## config.mk

```make
export PLATFORM = sky130hd
export DESIGN_NAME = uart_tx
export DESIGN_NICKNAME = d
export VERILOG_FILES = /design/src/rtl/uart_pkg.sv /design/src/rtl/uart_tx_fifo.sv /design/src/rtl/uart_tx.sv
export SDC_FILE = /design/constraint.sdc
export NUM_CORES = 1
export LEC_CHECK = 0
export CELL_PAD_IN_SITES_DETAIL_PLACEMENT = 1
export CELL_PAD_IN_SITES_GLOBAL_PLACEMENT = 2
export CORE_MARGIN = 2
export CORE_UTILIZATION = 35
export DETAILED_ROUTE_END_ITERATION = 6
export PLACE_DENSITY = 0.74
export SLEW_MARGIN = 5
export SYNTH_ARGS = -nofsm -noshare
export SYNTH_HDL_FRONTEND = slang
export SYNTH_SLANG_ARGS = --single-unit
```

## constraint.sdc

```tcl
create_clock -name clk -period 2.8 [get_ports clk]
set_clock_uncertainty 0.1 [all_clocks]
set_input_delay 0.56 -clock clk [delete_from_list [all_inputs] [get_ports clk]]
set_output_delay 0.56 -clock clk [all_outputs]
set_load 0.01 [all_outputs]
```

## src/rtl/uart_pkg.sv

```systemverilog
// Shared UART definitions: line-rate defaults, bit-period derivation and TX state encoding.
// The receiver imports this package as well, so both ends agree on timing.
package uart_pkg;

    localparam int DEFAULT_BAUD_RATE     = 9600;
    localparam int DEFAULT_CLOCK_FREQ_HZ = 12000000;
    localparam int DEFAULT_FIFO_DEPTH    = 4;
    localparam int DATA_BITS             = 8;

    typedef enum logic [1:0] {
        IDLE  = 2'd0,
        START = 2'd1,
        DATA  = 2'd2,
        STOP  = 2'd3
    } tx_state_e;

    // Clocks per line bit; integer division truncates any fractional remainder.
    function automatic int bit_period(input int clock_freq_hz, input int baud_rate);
        return clock_freq_hz / baud_rate;
    endfunction

    // Width of the bit-period counter; never narrower than one bit.
    function automatic int cnt_width(input int period);
        return (period <= 1) ? 1 : $clog2(period);
    endfunction

endpackage

```

## src/rtl/uart_tx_fifo.sv

```systemverilog
// Transmit byte buffer: circular store with power-of-two depth and an occupancy counter
// one bit wider than the pointers so that full and empty never alias.
module uart_tx_fifo #(
    parameter int DEPTH = 4,
    parameter int WIDTH = 8
) (
    input  logic             clk,
    input  logic             rst,
    input  logic             push,
    input  logic [WIDTH-1:0] push_data,
    input  logic             pop,
    output logic [WIDTH-1:0] pop_data,
    output logic             full,
    output logic             empty
);

    localparam int AW = (DEPTH <= 1) ? 1 : $clog2(DEPTH);
    localparam logic [AW:0] FULL_CNT = (AW+1)'(DEPTH);

    logic [WIDTH-1:0] mem [DEPTH];
    logic [AW-1:0]    wr_ptr;
    logic [AW-1:0]    rd_ptr;
    logic [AW:0]      count;
    logic             do_push;
    logic             do_pop;

    assign full     = (count == FULL_CNT);
    assign empty    = (count == '0);
    assign do_push  = push && !full;
    assign do_pop   = pop && !empty;
    assign pop_data = mem[rd_ptr];

    // Pointers wrap naturally because DEPTH is a power of two.
    always_ff @(posedge clk or posedge rst) begin
        if (rst) begin
            wr_ptr <= '0;
            rd_ptr <= '0;
            count  <= '0;
        end else begin
            if (do_push) wr_ptr <= wr_ptr + AW'(1);
            if (do_pop)  rd_ptr <= rd_ptr + AW'(1);
            case ({do_push, do_pop})
                2'b10:   count <= count + (AW+1)'(1);
                2'b01:   count <= count - (AW+1)'(1);
                default: count <= count;
            endcase
        end
    end

    // Storage is not reset; a cleared count makes stale entries unreachable.
    always_ff @(posedge clk) begin
        if (do_push) mem[wr_ptr] <= push_data;
    end

endmodule

```

## src/rtl/uart_tx.sv

```systemverilog
// 8N1 UART transmitter: a byte FIFO feeds a four-state framer whose line output
// comes straight from a flip-flop.
module uart_tx
    import uart_pkg::*;
#(
    parameter int BAUD_RATE     = DEFAULT_BAUD_RATE,
    parameter int CLOCK_FREQ_HZ = DEFAULT_CLOCK_FREQ_HZ,
    parameter int FIFO_DEPTH    = DEFAULT_FIFO_DEPTH
) (
    input  logic       clk,
    input  logic       rst,
    input  logic [7:0] in_data,
    input  logic       in_valid,
    output logic       in_ready,
    output logic       tx,
    output logic       busy
);

    localparam int BIT_PERIOD = bit_period(CLOCK_FREQ_HZ, BAUD_RATE);
    localparam int CW         = cnt_width(BIT_PERIOD);
    localparam logic [CW-1:0] LAST_CNT = CW'(BIT_PERIOD - 1);

    tx_state_e  state;
    logic [CW-1:0] cnt;
    logic [2:0] bit_idx;
    logic [7:0] shreg;
    logic [7:0] fifo_data;
    logic       fifo_full;
    logic       fifo_empty;
    logic       fifo_pop;
    logic       bit_done;

    assign fifo_pop = (state == IDLE) && !fifo_empty;
    assign bit_done = (cnt == LAST_CNT);
    assign in_ready = !fifo_full;
    assign busy     = (state != IDLE) || !fifo_empty;

    uart_tx_fifo #(
        .DEPTH (FIFO_DEPTH),
        .WIDTH (DATA_BITS)
    ) u_fifo (
        .clk       (clk),
        .rst       (rst),
        .push      (in_valid && in_ready),
        .push_data (in_data),
        .pop       (fifo_pop),
        .pop_data  (fifo_data),
        .full      (fifo_full),
        .empty     (fifo_empty)
    );

    // tx is loaded one edge ahead of each bit so the line changes exactly on bit boundaries.
    always_ff @(posedge clk or posedge rst) begin
        if (rst) begin
            state   <= IDLE;
            cnt     <= '0;
            bit_idx <= '0;
            shreg   <= '0;
            tx      <= 1'b1;
        end else begin
            case (state)
                IDLE: begin
                    cnt     <= '0;
                    bit_idx <= '0;
                    tx      <= 1'b1;
                    if (!fifo_empty) begin
                        shreg <= fifo_data;
                        tx    <= 1'b0;
                        state <= START;
                    end
                end
                START: begin
                    if (bit_done) begin
                        cnt     <= '0;
                        bit_idx <= '0;
                        tx      <= shreg[0];
                        state   <= DATA;
                    end else begin
                        cnt <= cnt + CW'(1);
                    end
                end
                DATA: begin
                    if (bit_done) begin
                        cnt <= '0;
                        if (bit_idx == 3'd7) begin
                            tx    <= 1'b1;
                            state <= STOP;
                        end else begin
                            bit_idx <= bit_idx + 3'd1;
                            shreg   <= {1'b0, shreg[7:1]};
                            tx      <= shreg[1];
                        end
                    end else begin
                        cnt <= cnt + CW'(1);
                    end
                end
                STOP: begin
                    if (bit_done) begin
                        cnt   <= '0;
                        state <= IDLE;
                    end else begin
                        cnt <= cnt + CW'(1);
                    end
                end
                default: begin
                    state <= IDLE;
                    tx    <= 1'b1;
                end
            endcase
        end
    end

endmodule

```

# After elaboration in Yosys (flattened, before gate mapping)
# Memories as Yosys holds them, arrays and structs flattened.
# Index checks and enable logic that the tools add are counted.
# op_classes
reduce_logical	18
add_sub_neg	6
muxes	24
eq_ne	14
# ops
operator	count
8-bit 2-to-1 mux	3
11-bit case mux with 2 select lines	1
8-bit case mux with 2 select lines	1
2-bit != test (second input constant)	6
11-bit by 1-bit adder with 11-bit output (second input constant)	1
11-bit equality test (second input constant)	1
11-bit 2-to-1 mux	1
2-bit 2-to-1 mux	5
3-bit 2-to-1 mux	3
3-bit case mux with 3 select lines	1
2-bit case mux with 4 select lines	1
4-bit AND reduction	2
3-bit by 1-bit adder with 3-bit output (second input constant)	2
2-bit equality test (second input constant)	3
3-bit equality test (second input constant)	2
1-bit 2-to-1 mux	6
3-bit case mux with 2 select lines	1
2-bit nonzero test	3
5-bit AND reduction	1
2-bit by 1-bit adder with 2-bit output (second input constant)	2
2-bit by 1-bit equality test with 1-bit output (second input constant)	2
1-bit logical AND	4
3-bit logical NOT	1
1-bit case mux with 3 select lines	1
other kinds (7)	8
# totals
out_inout_bits	3
ram_bits	32
word_cells	71
n_memories	1
regBits	32
input_bits	11
# mem_list
memory	depth	word_bits	read_ports	rd_ports_with_merged_regs	write_ports	line_no	rtl
u_fifo.mem	4	8	1	0	1	uart_tx_fifo.sv:20	logic [WIDTH-1:0] mem [DEPTH];

# Depth between registers and ports, before layout
# depth
word_depth	6
ltp_mapped	10
ltp_nobuf	10

# By module
# Synthesis repeated with hierarchy kept, for this count alone.
# unflattened
cells_unflattened	203
hier_area_um2	2997.9
# by_module_without_submodules
module	n_inst	area_per_inst_um2	cells_each	seq_area_each_um2
uart_tx_fifo	1	1596.5	80	1136.1
uart_tx	1	1401.3	123	626.9

# Worst setup path before layout
# Ideal clock, no wire load.
# synth_timing
path_type	register -> register
startpoint	register state[0]
endpoint	register state[1]
slack_ns	0.625
arrival_ns	1.948
setup_ns	0.127
period_less_slack_ns	2.175
path_stages_with_launch	7
n_path_buf	1
required_time_ns	2.573
cell_sequence	dfrtp_1 -> inv_1 -> ha_1 -> clkbuf_1 -> or3_1 -> a222oi_1 -> mux2_1
# synth_between
elab_chain_cells	3
word_cells_on_any_way	11
cone_classes	eq/ne (8); mux (1); reduce/logical (2)
# synth_lines
item	line_no	rtl
start: declaration	uart_tx.sv:23	tx_state_e state;
start signal: assignment	uart_tx.sv:55	state <= IDLE;
start signal: assignment	uart_tx.sv:69	state <= START;
start signal: assignment	uart_tx.sv:77	state <= DATA;
2-bit equality test (tied with other cells)	uart_tx.sv:61	case (state)
2-bit != test (no line)	n/a	
5-bit AND reduction (no line)	n/a	
# Several ways; a longest one is shown, not always the timed one.
# A chain may end at the register's enable or synchronous reset.

# Final worst setup path
# layout_timing
startpoint	register u_fifo.count[0]
endpoint	output port busy
# layout_between
elab_chain_cells	3
# layout_lines
item	line_no	rtl
start: declaration	uart_tx_fifo.sv:23	logic [AW:0] count;
start signal: assignment	uart_tx_fifo.sv:43	2'b10: count <= count + (AW+1)'(1);
start signal: assignment	uart_tx_fifo.sv:44	2'b01: count <= count - (AW+1)'(1);
start signal: assignment	uart_tx_fifo.sv:45	default: count <= count;
3-bit logical NOT	uart_tx_fifo.sv:28	assign empty = (count == '0);
1-bit logical NOT	uart_tx.sv:36	assign busy = (state != IDLE) || !fifo_empty;
1-bit logical OR	uart_tx.sv:36	
end: declaration	uart_tx.sv:16	output logic busy
# No other way between the ends.

==> impl_metrics.env <==
export IMPL_status="finished clean"
export IMPL_syn_area_um2=2900
export IMPL_placeableCoreArea_um2=8130
export IMPL_dp_worst_setup_slack_ns=0.325
export IMPL_yosysUniqueCellTypes=39
export IMPL_ys_flop_type="sky130_fd_sc_hd__edfxtp_1"
export IMPL_antenna_left=0
export IMPL_clk_path_buf_depth=2
export IMPL_synth_seq_area_share=0.609
export IMPL_maximum_number_of_pins_on_one_net_before_global_route_repair=33
export IMPL_worst_vdd_rail_ir_drop_mv=0.312
export IMPL_route_detailed_wl_per_inst_um=15.2
export IMPL_postRouteWirelength_mm=5.02
export IMPL_design_portCount=14
export IMPL_most_used_standard_cell_by_instance_count_after_synthesis="sky130_fd_sc_hd__edfxtp_1"
export IMPL_portBuffers=13
export IMPL_post_cts_setup_buffer_count=0
export IMPL_synth_fp_nets=227
export IMPL_r2r_end="u_fifo.count[2]"
export IMPL_detailroute_via_count=1613
export IMPL_power_density_relative_to_cell_area_nw_per_um2=704
export IMPL_hold_class="flop to flop"
export IMPL_synth_edf_count=32
export IMPL_drt_pass1_iter_count=4
export IMPL_cts_reportedPaths_clkPinSlew_ns=0.07
export IMPL_detail_route_drc_violations=0
export IMPL_timing_hold_worst_path_depth=1
export IMPL_r2r_worst_path_cells=10
export IMPL_grt_first_pass_wirelength_mm=8.56
export IMPL_cts_hold_repair_buffers=0
export IMPL_worst_setup_path_end_kind="output port"
export IMPL_path_buf_inv=1
export IMPL_detailed_place_area_um2=3140
export IMPL_post_synth_most_frequent_cells="sky130_fd_sc_hd__edfxtp_1 (32), sky130_fd_sc_hd__dfrtp_1 (31), sky130_fd_sc_hd__ha_1 (15), sky130_fd_sc_hd__nor2_1 (14), sky130_fd_sc_hd__inv_1 (13)"
export IMPL_numCtsBuffers=9
export IMPL_finalHoldViolations=0
export IMPL_global_route_usage_met3=0.0455
export IMPL_power_leakage_nw=1.37
export IMPL_grt_usage=0.131
export IMPL_first_global_vias=1696
export IMPL_synth_area_top_cells="sky130_fd_sc_hd__edfxtp_1 (33%), sky130_fd_sc_hd__dfrtp_1 (27%), sky130_fd_sc_hd__ha_1 (6.5%)"
export IMPL_die_height_um=95.0
export IMPL_detailedPlacementHpwl_mm=3.49
export IMPL_worst_slew_pin_slew_ns=0.623
export IMPL_h_tree_depth=3
export IMPL_category_of_the_critical_setup_timing_path="flop to output port"
export IMPL_critical_path_slowest_cell="sky130_fd_sc_hd__clkdlybuf4s50_1"
export IMPL_drt_iter0_drc=74
export IMPL_postLayoutSetupSlackWorst_ns=0.355
export IMPL_critPathMaxStageDelay_ns=0.50
export IMPL_core_rowCount=33
export IMPL_antenna_found_initial=0
export IMPL_finalNetCount=247
export IMPL_num_antenna_cells=0
export IMPL_post_route_cell_area_um2=3370
export IMPL_min_delay_start="shreg[7]"
export IMPL_crit_fanout=4
export IMPL_final_fill_count=827
export IMPL_post_route_min_period_ns=2.44
export IMPL_ys_warnings_count=0
export IMPL_synthesis_instances=200
export IMPL_tritoncts_num_sinks=64
export IMPL_worst_ep_arrival_time_ns=1.78
export IMPL_initial_utilization=0.356
export IMPL_number_of_violations_of_the_max_capacitance_limit=0
export IMPL_synth_largest_type_area_fraction=0.332
export IMPL_worst_r2r_startpoint="state[0]"
export IMPL_post_synth_top_area_cell="sky130_fd_sc_hd__edfxtp_1"
export IMPL_routabilityCongestion=0.725
export IMPL_timing_critical_path_cells="nor3_1 > nand2_1 > clkdlybuf4s50_1"
export IMPL_chipWidth_um=95.0
export IMPL_areaGrowthSynthToFinish_pct=16.5
export IMPL_post_synthesis_sequential_element_count=64
export IMPL_report_final_setup_viol=0
export IMPL_critPathLaunchType="flop"
export IMPL_rsz0062_at_grt="false"
export IMPL_drive_above_1_share=0.151
export IMPL_critical_path_top_delay_family="simple AND/OR/NAND/NOR gates"
export IMPL_grt_most_used_layer="met2"
export IMPL_insertion_delay_ns=0.34
export IMPL_max_slew_margin_rel=0.585
export IMPL_cts_repair_resized=0
export IMPL_post_syn_area_per_cell_um2=14.5
export IMPL_cts_tree="yes"
export IMPL_cp_required_ns=2.14
export IMPL_fp_dieArea_um2=9020
export IMPL_rrSetupSlack_ns=0.49
export IMPL_clock_tree_root_cell="sky130_fd_sc_hd__clkbuf_8"
export IMPL_globalRoute_totalOverflow=0
export IMPL_max_clock_freq_mhz=409
export IMPL_drv_slew=0
export IMPL_via_cell_ratio=4.89
export IMPL_async_reset_ff_frac=0.500
export IMPL_grt_util_met2=0.196
export IMPL_groute_layer_met1_usage=0.171
export IMPL_timing_hold_worst_endpoint="shreg[6]"
export IMPL_timing_setup_tns_ns=0
export IMPL_post_route_period_util=0.873
==> routing by layer <==
layer | wire (um) | vias to the layer above
li1 | - | 772
met1 | 2440 | 809
met2 | 2290 | 26
met3 | 216 | 6
met4 | 84 | 0
met5 | 0 | -
==> layout make-up <==
cell class                      instances  area (um^2)  area share
Timing Repair Buffer                   14          138      0.0408
Clock buffer                            9          124      0.0367
Inverter                               13         48.8      0.0145
Clock inverter                          7          104      0.0308
Multi-Input combinational cell        118         1060       0.315
Sequential cell                        64         1760       0.523
Tap cell                              105          131      0.0390
==> sequential cells by signal, summed over array words and instances (netlist names) <==
signal	flops
bit_idx	3
u_fifo.wr_ptr	2
u_fifo.rd_ptr	2
tx	1
state	2
cnt	11
u_fifo.mem	32
u_fifo.count	3
shreg	8
==> worst max-delay path by stage <==
stage,from,to,slack (ns),depth (start not counted)
floorplan,state[0],state[1],0.62,6
global placement,in_valid,u_fifo.count[2],0.38,9
detailed placement,in_valid,u_fifo.count[2],0.32,9
CTS,u_fifo.count[0],busy,0.30,3
global route,state[1],busy,0.23,4
finish,u_fifo.count[0],busy,0.36,3
==> per-stage QoR <==
stage | cells | util | hold slack, ns | total power [mW]
2_1_floorplan | 200 | - | 0.373 | 1.39
3_3_place_gp | 314 | 0.387 | 0.398 | 1.50
3_5_place_dp | 314 | 0.387 | 0.405 | 1.51
4_1_cts | 330 | 0.415 | 0.416 | 2.42
5_1_grt | 330 | 0.415 | 0.444 | 2.50
6_report | 330 | 0.415 | 0.413 | 2.37
==> cell families after synthesis <==
kind of cell             Yosys count  share of synthesized area
buffers and inverters             18                     0.0238
AO/OA/AOI/OAI                     17                     0.0514
AND/OR/NAND/NOR                   56                      0.114
flip-flops                        64                      0.609
multiplexers                      14                     0.0847
XOR/XNOR                          15                     0.0454
adder cells (fa/ha/maj)           16                     0.0717
==> report_power, final <==
part           switching, mW  internal, mW
logic                  0.163         0.128
registers             0.0570          1.13
clock network          0.384         0.510
total                  0.604          1.77
==> worst reg2reg max path, delay by kind of cell, from the launching register on <==
family	cells	cell delay, ns
DFF	1	0.42
adders and majority gates	3	0.81
AOI/OAI and AO/OA	1	0.17
xor gates and xnor gates	2	0.30
and+or+nand+nor	1	0.11
buffers and inverters	3	0.33
==> placed cells by master, fill, tap and decap left out, types with 3 or more instances in the layout <==
| master | synthesis | routed |
|---|---|---|
| sky130_fd_sc_hd__edfxtp_1 | 32 | 32 |
| sky130_fd_sc_hd__dfrtp_1 | 31 | 31 |
| sky130_fd_sc_hd__ha_1 | 15 | 15 |
| sky130_fd_sc_hd__nor2_1 | 14 | 14 |
| sky130_fd_sc_hd__inv_1 | 13 | 13 |
| sky130_fd_sc_hd__clkdlybuf4s50_1 | 0 | 13 |
| sky130_fd_sc_hd__xnor2_1 | 9 | 9 |
| sky130_fd_sc_hd__clkbuf_8 | 0 | 9 |
| sky130_fd_sc_hd__a221o_1 | 8 | 8 |
| sky130_fd_sc_hd__nor2b_1 | 8 | 8 |
| sky130_fd_sc_hd__mux4_2 | 8 | 8 |
| sky130_fd_sc_hd__nand2_1 | 7 | 7 |
| sky130_fd_sc_hd__xor2_1 | 6 | 6 |
| sky130_fd_sc_hd__and3_1 | 5 | 5 |
| sky130_fd_sc_hd__nor3_1 | 4 | 4 |
| sky130_fd_sc_hd__a22o_1 | 4 | 4 |
| sky130_fd_sc_hd__clkinv_4 | 0 | 4 |
| sky130_fd_sc_hd__mux2_2 | 3 | 3 |
| sky130_fd_sc_hd__nand3_1 | 3 | 3 |
| sky130_fd_sc_hd__nand4_1 | 3 | 3 |
No activity file was read; power rests on OpenSTA's default activity.
==> RTL change: new RTL, config.mk and constraints unchanged <==
Change the package constant `DEFAULT_CLOCK_FREQ_HZ` from 12000000 to 24000000.
--- a/src/rtl/uart_pkg.sv
+++ b/src/rtl/uart_pkg.sv
@@ -5,3 +5,3 @@
     localparam int DEFAULT_BAUD_RATE     = 9600;
-    localparam int DEFAULT_CLOCK_FREQ_HZ = 12000000;
+    localparam int DEFAULT_CLOCK_FREQ_HZ = 24000000;
     localparam int DEFAULT_FIFO_DEPTH    = 4;
Behaviour: same outputs for any inputs over 10 cycles, from zero or initial values and one cycle with rst high; that may be too few to reach the edited logic, so the function may still have changed.
==> RTL change against the original RTL <==
- critical path depth is 1 higher
- total power decreased by 1.6%
- sequential cell count up 1
- routed wire length increased by 3.6%
- design area is 2.9% higher
- synthesized area increased by 3.5%
- die area up 3.4%
- register-to-register slack got worse by 0.05 ns
- global-route usage fell by 0.17 points
- non-clock buffer count is 1 higher
- worst setup slack worse by 0.010 ns
- via count is 1.7% higher
- critical path type unchanged
==> RTL change: results (changes against the original RTL) <==
* Regs by FF count: u_fifo.mem: 32 flops, cnt: 12 flops, shreg: 8 flops
* Post-synthesis mux area share at 13.44% (+5.0 points)
* Setup WS pre-CTS at 0.2404 ns (-0.08426 ns)
* Hold_sp: cnt[0]
* Vias in the first global route at 1817 (+7.1%)
* Yosys cell types at 40 (+2.6%)
* Vias post-DR at 1641 (+1.7%)
* DR WL met3 at 143 um (-34%)
* Hold Slack at 0.4025 ns (-0.01016 ns)
* DRT iter0 DRCs at 40 (-46%)
* Fill cells at 877 (+6.0%)
* Wl on met1 at 2482 um (+1.9%)
* Vias per cell at 4.855 (-0.67%)
* Pleak at 1.373 nW (+0.31%)
* Placed Instances at 322 (+2.5%)
* VDD IR max at 0.4273 mV (+37%)
* GRT Util Overall at 12.88% (-0.17 points)
* WL per Instance at 15.40 um (+1.2%)
* Largest net degree at the start of global routing at 34 (+3.0%)
* CP arrival at 1.80 ns (+0.02 ns)
* XOR/XNOR share of the synthesized area at 4.676% (+0.14 points)
* Synth cell count leaders: dfrtp_1, edfxtp_1, mux2_2, nor2_1, ha_1
* Min Tclk post-route at 2.455 ns (+0.01039 ns)
* CTS Buf Count at 9 (unchanged)
* Top cells by area, synth: edfxtp_1, dfrtp_1, mux2_2
* Layout Nets at 254 (+2.8%)
* Mapped Nets at 232 (+2.2%)
* Placed Area at 3253 um2 (+3.5%)
* Reg2reg setup slack at 0.44 ns (-0.05 ns)
* WL met2 at 2480 um (+8.5%)
* CP max stage cell: or4b_4
* DP HPWL at 3616 um (+3.5%)
* Sequential share of the synthesized area at 59.67% (-1.2 points)
* Synth Area in Adders at 6.514% (-0.66 points)
* Status: finished clean
* Worst Tran Pin Value at 0.5772 ns (-0.04568 ns)
* P_int at 0.001711 W (-3.3%)
* RePlAce Congestion at 0.7388 (+2.0%)
* Worst hold path endpoint: cnt[0]
* First-pass GRT wire length at 8783 um (+2.6%)
* Cells after Synth at 206 (+3.0%)
* R2R cell count at 9 (-1)
* Share of cells above drive strength 1 at 22.32% (+7.2 points)
* Async S/R FF share, synth at 50.77% (+0.77 points)
* Synth Area in Compound Gates at 2.547% (-2.6 points)
RTL change: cell type report:
class	instances	area, um2	share of cell area [%]
flip-flops and latches	65	1788	51.55
multi-input cells	127	1155	33.30
repair buffers	15	147.6	4.257
well taps	105	131.4	3.788
clock buffers	9	123.9	3.571
clock inverters	7	85.08	2.453
inverters	10	37.54	1.082
RTL change: worst max-delay path by stage:
stage,to,depth (start not counted),from
after CTS,busy,4,state[1]
after global routing,u_fifo.count[2],9,state[1]
after detailed placement,u_fifo.count[2],9,in_valid
after floorplan,u_fifo.count[2],10,u_fifo.count[0]
final,busy,4,state[0]
after global placement,u_fifo.count[2],9,in_valid
RTL change: logic make-up (layout without fill, tap and decap cells):
| group | Yosys count | after routing |
|---|---|---|
| flip-flops | 65 | 65 |
| adder cells (fa/ha/maj) | 15 | 15 |
| AND/OR/NAND/NOR | 59 | 59 |
| buffers and inverters | 14 | 41 |
| AO/OA/AOI/OAI | 9 | 9 |
| XOR/XNOR | 16 | 16 |
| multiplexers | 28 | 28 |
RTL change: power groups by stage:
| stage | registers, W | clock network [W] | logic [W] |
|---|---|---|---|
| after floorplan | 0.00120 | 0 | 0.000213 |
| after global placement | 0.00122 | 0 | 0.000300 |
| after detailed placement | 0.00122 | 0 | 0.000309 |
| after CTS | 0.00121 | 0.000863 | 0.000311 |
| after global routing | 0.00122 | 0.000891 | 0.000346 |
| final | 0.00120 | 0.000830 | 0.000301 |
RTL change: layer usage:
layer	vias up	global-route usage, %
met4	0	6.690
met1	820	16.65
met5	-	0
li1	791	-
met2	21	20.02
met3	9	3.258
RTL change: what timing repair did:
action,in CTS,in global routing
hold endpoints to repair,0,0
setup endpoints to repair,1,1
setup buffers,0,0
resized for setup,1,1
hold buffers,0,0
